### src/rtl/coef_loader.sv
// Feeds 256 coefficients (two per 32-bit word) into the NTT/INTT core's input RAM,
// reducing each mod Q, then releases start and waits for the core's done.
module coef_loader #(
  parameter int Q = 3329,
  parameter int N = 256
) (
  input  logic        clk,
  input  logic        rst,
  input  logic        go,
  input  logic        go_mode,
  input  logic        in_valid,
  output logic        in_ready,
  input  logic [31:0] in_data,
  input  logic        core_done,
  output logic        start,
  output logic        we,
  output logic        mode,
  output logic [7:0]  address_ina,
  output logic [7:0]  address_inb,
  output logic [15:0] data_ina,
  output logic [15:0] data_inb,
  output logic        busy,
  output logic        ld_done,
  output logic        range_err
);

  localparam int KW = $clog2(N / 2);
  localparam logic [KW-1:0] K_LAST = KW'(N / 2 - 1);
  localparam logic [11:0] QV = 12'(Q);

  typedef enum logic [2:0] {IDLE, LOAD, KICK, RUN, FIN} state_t;

  state_t        state;
  logic [KW-1:0] k;
  logic [11:0]   v_even;
  logic [11:0]   v_odd;
  logic [15:0]   red_even;
  logic [15:0]   red_odd;
  logic          out_of_range;

  // Only the low 12 bits are reduced; a single subtraction suffices since 4095 < 2Q.
  always_comb begin
    v_even       = in_data[11:0];
    v_odd        = in_data[27:16];
    red_even     = {4'b0, (v_even >= QV) ? (v_even - QV) : v_even};
    red_odd      = {4'b0, (v_odd >= QV) ? (v_odd - QV) : v_odd};
    out_of_range = (in_data[15:12] != 4'b0) || (in_data[31:28] != 4'b0);
  end

  assign in_ready = (state == LOAD);

  always_ff @(posedge clk or negedge rst) begin
    if (!rst) begin
      state       <= IDLE;
      k           <= '0;
      start       <= 1'b0;
      we          <= 1'b0;
      mode        <= 1'b0;
      address_ina <= 8'd0;
      address_inb <= 8'd0;
      data_ina    <= 16'd0;
      data_inb    <= 16'd0;
      busy        <= 1'b0;
      ld_done     <= 1'b0;
      range_err   <= 1'b0;
    end else begin
      we      <= 1'b0;
      ld_done <= 1'b0;
      case (state)
        IDLE: begin
          if (go) begin
            state     <= LOAD;
            mode      <= go_mode;
            k         <= '0;
            range_err <= 1'b0;
            start     <= 1'b1;
            busy      <= 1'b1;
          end
        end
        LOAD: begin
          if (in_valid) begin
            we          <= 1'b1;
            address_ina <= 8'({k, 1'b0});
            address_inb <= 8'({k, 1'b1});
            data_ina    <= red_even;
            data_inb    <= red_odd;
            if (out_of_range) range_err <= 1'b1;
            // The last pair leaves k at its final value rather than wrapping.
            if (k == K_LAST) begin
              state <= KICK;
            end else begin
              k <= k + 1'b1;
            end
          end
        end
        KICK: begin
          state       <= RUN;
          start       <= 1'b0;
          address_ina <= 8'd0;
          address_inb <= 8'd0;
        end
        RUN: begin
          if (core_done) begin
            state   <= FIN;
            ld_done <= 1'b1;
          end
        end
        FIN: begin
          state <= IDLE;
          busy  <= 1'b0;
        end
        default: state <= IDLE;
      endcase
    end
  end

endmodule

### config.mk
export PLATFORM = sky130hd
export DESIGN_NAME = coef_loader
export DESIGN_NICKNAME = d
export VERILOG_FILES = /design/src/rtl/coef_loader.sv
export SDC_FILE = /design/constraint.sdc
export NUM_CORES = 1
export LEC_CHECK = 0
export BUFFER_PORTS_ARGS = -buffer_cell sky130_fd_sc_hd__buf_2
export CAP_MARGIN = 20
export CORE_MARGIN = 3
export CORE_UTILIZATION = 50
export CTS_BUF_LIST = sky130_fd_sc_hd__clkbuf_16
export DETAILED_ROUTE_END_ITERATION = 6
export GPL_TIMING_DRIVEN = 0
export MAX_ROUTING_LAYER = met4
export PLACE_DENSITY = 0.8
export REMOVE_ABC_BUFFERS = 1
export SYNTH_ARGS = -nofsm -noshare
export SYNTH_HDL_FRONTEND = slang
export SYNTH_SLANG_ARGS = --single-unit
export TNS_END_PERCENT = 10
### constraint.sdc
create_clock -name clk -period 4.8 [get_ports clk]
set_input_delay 0.48 -clock clk [delete_from_list [all_inputs] [get_ports clk]]
set_output_delay 0.48 -clock clk [all_outputs]
set_load 0.02 [all_outputs]
Yosys cells after proc, flatten, opt, wreduce, memory -nomap -nowiden
Cells that the tools add are included.
{"block": "classes", "magnitude_cmp": 2, "n_mux": 26, "n_eq_ne": 11, "addsub": 3, "reduce_logical": 16}
{"operator": "8-bit case mux with 2 select lines", "count": 2}
{"operator": "12-bit >= comparator, second input constant", "count": 2}
{"operator": "12-bit two-way mux", "count": 2}
{"operator": "12-bit subtractor, second input constant", "count": 2}
{"operator": "7-bit two-way mux", "count": 3}
{"operator": "8-bit two-way mux", "count": 2}
{"operator": "7-bit case mux with 2 select lines", "count": 1}
{"operator": "3-bit two-way mux", "count": 4}
{"operator": "3-bit case mux with 4 select lines", "count": 1}
{"operator": "4-bit AND reduction", "count": 3}
{"operator": "2-bit AND reduction", "count": 5}
{"operator": "1-bit two-way mux", "count": 8}
{"operator": "2-bit inequality test, second input constant", "count": 4}
{"operator": "2-bit nonzero test", "count": 4}
{"operator": "4-bit nonzero test", "count": 2}
{"operator": "7-bit by 1-bit adder with 7-bit output, second input constant", "count": 1}
{"operator": "7-bit equality test, second input constant", "count": 1}
{"operator": "3-bit by 2-bit equality test with 1-bit output, second input constant", "count": 2}
{"operator": "1-bit case mux with 2 select lines", "count": 3}
{"operator": "2-bit by 1-bit inequality test with 1-bit output, second input constant", "count": 2}
{"operator": "3-bit by 1-bit equality test with 1-bit output, second input constant", "count": 1}
{"operator": "3-bit equality test, second input constant", "count": 1}
{"operator": "3-bit logical NOT", "count": 1}
{"operator": "1-bit logical OR", "count": 1}
{"block": "word_totals", "ff_bits": 56, "inputBits": 38, "output_inout_bits": 55}

Logic depth before layout (Yosys ltp)
Gate-level depths: netlist of run 1.
{"block": "depth", "word_depth": 5, "mapped_depth": 8}

Worst setup path after synthesis of run 1
OpenSTA, ideal clock, no wires.
{"block": "synth_timing", "kind": "in2reg", "start": "input port in_data[0]", "end": "register data_ina[9]", "setup_slack_ps": 2863, "arrival_ps": 1855, "required_time_ps": 4718, "cell_stages": 8, "cell_sequence": "inv_1 ha_1 nor3b_1 a21bo_1 buf_2 a21oi_4 or3b_1 a31oi_1"}
{"block": "synth_between", "elab_chain_len": 2, "word_cells_on_any_way": 3, "classes_between": "add/sub: 1; order compare: 1; mux: 1"}
{"element": "from (decl)", "line_no": "13", "text": "input logic [31:0] in_data,"}
{"element": "12-bit subtractor / 12-bit >= comparator (equally long branches)", "line_no": "45", "text": "red_even = {4'b0, (v_even >= QV) ? (v_even - QV) : v_even};"}
{"element": "12-bit two-way mux *", "line_no": "45"}
{"element": "to (signal assigned)", "line_no": "85", "text": "data_ina <= red_even;"}
{"element": "to (decl)", "line_no": "20", "text": "output logic [15:0] data_ina,"}
Mark *: on every way between the ends. The rest lies on a longest branch, timed or not.
A chain may end at the register's enable or synchronous reset.

Worst setup path after layout of run 1
{"block": "layout_timing", "start": "register state[1]", "end": "register data_inb[9]"}
{"block": "layout_between", "elab_chain_len": 2}
{"element": "from (decl)", "line_no": "33", "text": "state_t state;"}
{"element": "from (signal assigned)", "line_no": "54", "text": "state <= IDLE;"}
{"element": "from (signal assigned)", "line_no": "72", "text": "state <= LOAD;"}
{"element": "from (signal assigned)", "line_no": "90", "text": "state <= KICK;"}
{"element": "3-bit by 1-bit equality test with 1-bit output", "line_no": "69", "text": "case (state)"}
{"element": "2-bit AND reduction (no source line)"}
{"element": "to (signal assigned)", "line_no": "86", "text": "data_inb <= red_odd;"}
{"element": "to (decl)", "line_no": "21", "text": "output logic [15:0] data_inb,"}
Every way passes these cells.

==> flow_summary.yaml, run 1 <==
layout:
  final_nets: 403
  post-route-util_pct: 63.2
  layout-drive-gt1-share_pct: 28.0
  design_area_um2: 3250
  multiInputGateArea_um2: 1310
  layout_commonest_cell: "buf_2"
  antennaDiodeCount: 0
  num-fill-cells: 447
  area_growth_pct: 21.2
  final_cell_mix: "83 x buf_2, 48 x dfrtp_1, 37 x nand2_1"
  regArea_um2: 1200
synthesis:
  syn_area_um2: 2680
  synth_top_area_share_pct: 44.8
  yosys_register_bits: 48
  synth_cells: 287
  synth_warnings: 0
  ys_types: 51
  async_flop_share_pct: 100
  synth_edf_count: 0
  synth_top_area_cell: "dfrtp_1"
  ys.flop_type: "dfrtp_1"
  seq_area_frac_synth_pct: 44.8
  ys_top_cells_by_area: "dfrtp_1 45%, nand2_1 5.2%, buf_4 4.5%"
  syn-mean-instance-area_um2: 9.34
setup_path:
  rr_worst_depth: 6
  crit_end: "data_inb[9]"
  startpoint: "state[1]"
  crit_path_cell_trace: "nor2_1 -> nand3_1 -> inv_1 -> nand2_1 -> a31oi_1 -> a21oi_1"
  cp_max_fo: 20
  path_buf_inv: 1
  reg2reg_to: "data_inb[9]"
  worst-path-stages: 6
  crit_family: "simple AND/OR/NAND/NOR gates"
  critPathCaptureType: "flop"
  critPathSlowestCell: "inv_1"
  crit_arrival_ns: 2.50
  cp.required_ns: 4.97
  r2r-start: "state[1]"
  path_class: "flop to flop"
  cp-start-kind: "flop"
  r2r_slack_ns: 2.47
  slowest_delay_ns: 0.65
global_routing:
  grt_pass1_wl_mm: 9.20
  grt_antenna_before_repair: 0
  grt_max_degree: 49
  first_global_vias: 2020
  track_usage_pct: 18.8
  overflow: 0
sta:
  max_freq_mhz: 430
  slew_headroom_pct: 39.0
  clock_skew_ns: 0.00546
  layout_min_cycle_time_ns: 2.33
  setup_viol: 0
  fin_ws_ns: 2.47
  post-route-period-util_pct: 48.5
  tns_ns: 0
  worst_pin_slew_ns: 0.909
  rsz0062_at_grt: "false"
  maxSlewViolCount: 0
  finalHoldViolCount: 0
detailed_routing:
  first_pass_iters: 4
  dr_total_vias: 2282
  drc: 0
  drt-initial-drc-count: 107
  vias_per_cell: 5.29
  ant_nets: 0
  wl_per_cell_um: 13.1
  postRouteWirelength_mm: 5.64
floorplan:
  die_h_um: 79.2
  pin_count: 93
  num_rows: 26
  core_um2: 5140
  initial_utilization_pct: 52.1
  fp.dieW_um: 79.2
  die_area_um2: 6270
pwr:
  p_per_area_nw_per_um2: 378
  seq_power_share_pct: 43.1
  p_sw_w: 0.000391
  pwr-share-comb_pct: 25.7
  clkPwrFrac_pct: 31.2
  internal-power_w: 0.000837
  ir_drop_mv: 0.252
  leakage_nw: 1.52
  p_sw_share_pct: 31.8
run:
  drv_cap: 0
clocking:
  htree_levels: 2
  cts_resized: 0
  cts_tree: "yes"
  clock_sinks: 48
  cts_made_buffers: 5
  holdBufCountCts: 0
  clk_pin_slew_ns: 0.06
  cts_setup_buffers: 0
  insertion_delay_ns: 0.28
  cts_root_buffer: "clkbuf_16"
  cts_buffer_depth: 2
placed_design:
  portBuffers: 83
  pre_cts_slack_ns: 2.41
  place_area_um2: 3070
  place_congestion: 0.909
  dp_hpwl_mm: 4.23
run_status:
  status: "complete, no violations"
min_path:
  hold_class: "input port to async pin"
==> logic make-up (layout without fill, tap and decap cells) <==
logic type | count (synthesis) | in the layout | synth area share, %
simple gates | 100 | 100 | 18.3
compound gates | 78 | 78 | 20.7
flops | 48 | 48 | 44.8
buf+inv | 36 | 102 | 7.33
xor+xnor | 18 | 18 | 5.88
fa+ha+maj | 5 | 5 | 2.33
other cells | 1 | 9 | 0.140
mux | 1 | 1 | 0.420
==> Yosys cell counts (5+ instances only) <==
library cell / number
dfrtp_1: 48
nand2_1: 37
nor2_1: 26
buf_4: 16
o21ai_1: 12
xnor2_1: 12
o21ai_0: 11
a21oi_1: 10
clkbuf_1: 10
inv_1: 9
a211oi_1: 8
a22o_1: 8
nand3_1: 8
a21o_1: 6
xor2_1: 6
ha_1: 5
nand2b_1: 5
==> power by group through the flow <==
stage	clock (W)	combinational, W	sequential (W)
after floorplan	0	0.000118	0.000608
after global placement	0	0.000310	0.000535
after detailed placement	0	0.000316	0.000537
after CTS	0.000393	0.000317	0.000530
after global routing	0.000407	0.000346	0.000540
final	0.000384	0.000316	0.000529
==> routing by layer <==
layer	wire length [um]	GRT usage, %	up-vias
met5	0	-	-
met4	63	4.98	0
met3	293	3.51	8
met2	2680	30.2	70
met1	2590	24.6	1059
li1	-	-	1145
==> through the flow <==
| step | hold slack [ns] | total power [W] | cells |
|---|---|---|---|
| after floorplan | 0.184 | 0.000726 | 268 |
| after global placement | 0.457 | 0.000845 | 421 |
| after detailed placement | 0.462 | 0.000853 | 422 |
| after CTS | 0.421 | 0.00124 | 430 |
| after global routing | 0.0407 | 0.00129 | 431 |
| final | 0.0347 | 0.00123 | 431 |
==> worst register-to-register path: stages (launching register included) <==
cell     delay, ns
dfrtp_1       0.48
nor2_1        0.27
nand3_1       0.47
inv_1         0.65
nand2_1       0.10
a31oi_1       0.16
a21oi_1       0.08
==> registers in the layout (all words and copies together), names as in the netlist <==
signal / flops
state: 3
mode: 1
address_ina: 1
busy: 1
ld_done: 1
start: 1
data_inb: 12
we: 1
k: 7
range_err: 1
address_inb: 7
data_ina: 12
==> area by class of cell <==
cell class	instances	share of cell area (%)
Tap cell	70	2.70
Inverter	9	1.04
Timing Repair Buffer	85	13.9
Sequential cell	48	37.0
Clock inverter	3	1.19
Multi-Input combinational cell	211	40.4
Clock buffer	5	3.85
==> worst min path at each step <==
stage	from	to	slack (ns)	cells after the start
2_1_floorplan	rst	address_ina[7]	0.18	0
3_3_place_gp	data_ina[10]	data_ina[10]	0.46	1
3_5_place_dp	data_ina[5]	data_ina[5]	0.46	2
4_1_cts	rst	data_inb[9]	0.42	1
5_1_grt	rst	k[4]	0.04	1
6_report	rst	busy	0.03	1
(Power assumes the default switching activity.)
==> inputs of run 2 (changes only) <==
- ABC_AREA: unset -> 1
- PLACE_DENSITY: 0.8 -> 0.78
- clock period: 4.8 -> 2.2 ns (I/O delays scaled with it)
==> flow_summary.yaml, run 2 <==
setup_path:
  rr_worst_depth: 8
  critPathCaptureType: "flop"
  path_buf_inv: 3
  reg2reg_to: "data_ina[1]"
  slowest_delay_ns: 0.40
  crit_path_cell_trace: "nor2_2 -> nand2_2 -> inv_2 -> nand2_2 -> buf_16 -> inv_2 -> nand2_1 -> o21ai_1"
  cp.required_ns: 2.41
  path_class: "flop to flop"
  crit_arrival_ns: 2.17
  critPathSlowestCell: "dfrtp_1"
  crit_family: "buffers and inverters"
  startpoint: "state[2]"
  r2r-start: "state[2]"
  cp-start-kind: "flop"
  r2r_slack_ns: 0.24
  cp_max_fo: 27
synthesis:
  syn-mean-instance-area_um2: 7.47
  synth_compound_area_share_pct: 7.58
  syn_area_um2: 2960
  async_flop_share_pct: 100
  synthMostInstantiatedCell: "nand2_1"
  synth_top_area_cell: "dfrtp_1"
  synth_commonest_cells: "138 x nand2_1, 48 x dfrtp_1, 39 x nand3_1"
  synth_xor_area_share_pct: 2.67
  synth_warnings: 0
  synth_top_family_by_area: "simple AND/OR/NAND/NOR gates"
  ys_types: 31
  synth_fa_ha_area_share_pct: 2.12
  seq_area_frac_synth_pct: 40.6
  synth_cells: 396
  ys.flop_type: "dfrtp_1"
  yosys_register_bits: 48
  synth_edf_count: 0
  synthMuxAreaShare_pct: 0
  yosys.area_share.simple_pct: 35.7
  ys_top_cells_by_area: "dfrtp_1 41%, nand2_1 18%, nand3_1 6.6%"
  synth_top_area_share_pct: 40.6
layout:
  antennaDiodeCount: 0
  num-fill-cells: 515
  reg_top3: "data_ina: 12 flops, data_inb: 12 flops"
  final_cell_mix: "137 x nand2_1, 83 x buf_2, 48 x dfrtp_1"
  fin_cells: 546
  layout-drive-gt1-share_pct: 25.9
  design_area_um2: 3530
  final_nets: 516
  layout_commonest_cell: "nand2_1"
  area_growth_pct: 19.4
detailed_routing:
  wl_per_cell_um: 12.0
  drt-initial-drc-count: 132
  dr_total_vias: 2745
  ant_nets: 0
  vias_per_cell: 5.03
  drc: 0
  postRouteWirelength_mm: 6.53
  first_pass_iters: 4
pwr:
  p_per_area_nw_per_um2: 1140
  leakage_nw: 1.91
  ir_drop_mv: 0.543
placed_design:
  place_area_um2: 3330
  place_congestion: 0.901
  dp_hpwl_mm: 4.95
  portBuffers: 83
  dp_cells: 536
clocking:
  insertion_delay_ns: 0.28
  clock_sinks: 48
  cts_setup_buffers: 0
  cts_root_buffer: "clkbuf_16"
  clk_pin_slew_ns: 0.06
  htree_levels: 2
  cts_tree: "yes"
  cts_made_buffers: 5
  cts_buffer_depth: 2
floorplan:
  core_um2: 5610
  die_h_um: 82.9
  fp.dieW_um: 82.9
  initial_utilization_pct: 52.7
  die_area_um2: 6870
  pin_count: 93
  num_rows: 27
global_routing:
  grt_max_degree: 49
  grt_pass1_wl_mm: 11.1
  track_usage_pct: 19.4
  first_global_vias: 2509
  grt_antenna_before_repair: 0
  overflow: 0
min_path:
  hp-start: "go_mode"
  holdPathEnd: "mode"
  min_path_cells: 3
  hold_class: "input port to flop"
sta:
  post-route-period-util_pct: 89.1
  clock_skew_ns: 0.00407
  finalHoldViolCount: 0
  layout_min_cycle_time_ns: 1.96
  maxSlewViolCount: 0
  setup_viol: 0
  max_freq_mhz: 510
  rsz0062_at_grt: "false"
run_status:
  status: "complete, no violations"
run:
  drv_cap: 0
-- run 2: cell count changes in the layout (fill, tap and decap cells not counted), moves of 7 or more --
cell,change
nand2_1,+100
a211oi_1,-8
o21ai_0,+10
nand4_1,+7
nand3_1,+31
a22o_1,-8
o21ai_1,-10
inv_1,+24
a21oi_1,-7
xnor2_1,-12
-- run 2: logic make-up (layout without fill, tap and decap cells) --
| logic type | after synthesis | count (layout) |
|---|---|---|
| AOI/OAI and AO/OA | 36 | 36 |
| xor gates and xnor gates | 9 | 9 |
| adders and majority gates | 5 | 5 |
| buffers and inverters | 63 | 133 |
| DFF | 48 | 48 |
| other | 1 | 9 |
| and+or+nand+nor | 234 | 234 |
-- run 2: area by class of cell --
| cell class | count | area, um2 | area share (%) |
|---|---|---|---|
| Clock buffer | 5 | 125 | 3.54 |
| Timing Repair Buffer | 86 | 473 | 13.4 |
| Inverter | 39 | 146 | 4.15 |
| Clock inverter | 3 | 38.8 | 1.10 |
| Tap cell | 72 | 90.1 | 2.55 |
| Multi-Input combinational cell | 293 | 1460 | 41.2 |
| Sequential cell | 48 | 1200 | 34.0 |
-- run 2: per-layer routing --
layer	GRT usage (%)	vias up	routed length (um)
met1	23.7	1253	2890
met2	33.2	84	3210
met5	-	-	0
met4	5.50	0	51
met3	3.27	5	374
li1	-	1403	-
-- run 2: metrics by stage --
step	hold slack [ns]	setup TNS, ns	utilization [%]	worst slack (ns)	power, W
6_report	0.171	0	63.0	0.240	0.00403
5_1_grt	0.179	0	63.0	0.0206	0.00433
4_1_cts	0.159	0	62.4	0.0243	0.00407
3_5_place_dp	0.449	0	59.5	0.0442	0.00323
3_3_place_gp	0.427	-8.37	59.0	-0.411	0.00314
2_1_floorplan	-0.0756	0	-	0.194	0.00256
-- run 2: tightest hold or removal path: stages --
cell and delay, ns:
buf_2 0.08, nand2_1 0.04, nand2_1 0.07
-- run 2: worst max path at each step --
stage                             end  slack (ns)  cells after the start
after floorplan           data_ina[1]        0.19                      7
after global placement    data_ina[0]       -0.41                      7
after detailed placement  data_ina[1]        0.04                      8
after CTS                 data_ina[1]        0.02                      8
after global routing      data_ina[1]        0.02                      9
final                     data_ina[1]        0.24                      8
-- run 2: timing repair --
item	4_1_cts	5_1_grt
gates resized for setup	0	1
endpoints found under the setup margin	0	23
hold buffers	0	1
hold endpoints to repair	0	11
-- run 2: report_power, final --
| group | switching [W] | internal, W | leakage, nW | total (W) |
|---|---|---|---|---|
| Sequential | 0.000193 | 0.00122 | 0.603 | 0.00142 |
| Combinational | 0.00121 | 0.000578 | 1.22 | 0.00178 |
| Clock | 0.000303 | 0.000530 | 0.0850 | 0.000833 |
| Total | 0.00170 | 0.00233 | 1.91 | 0.00403 |
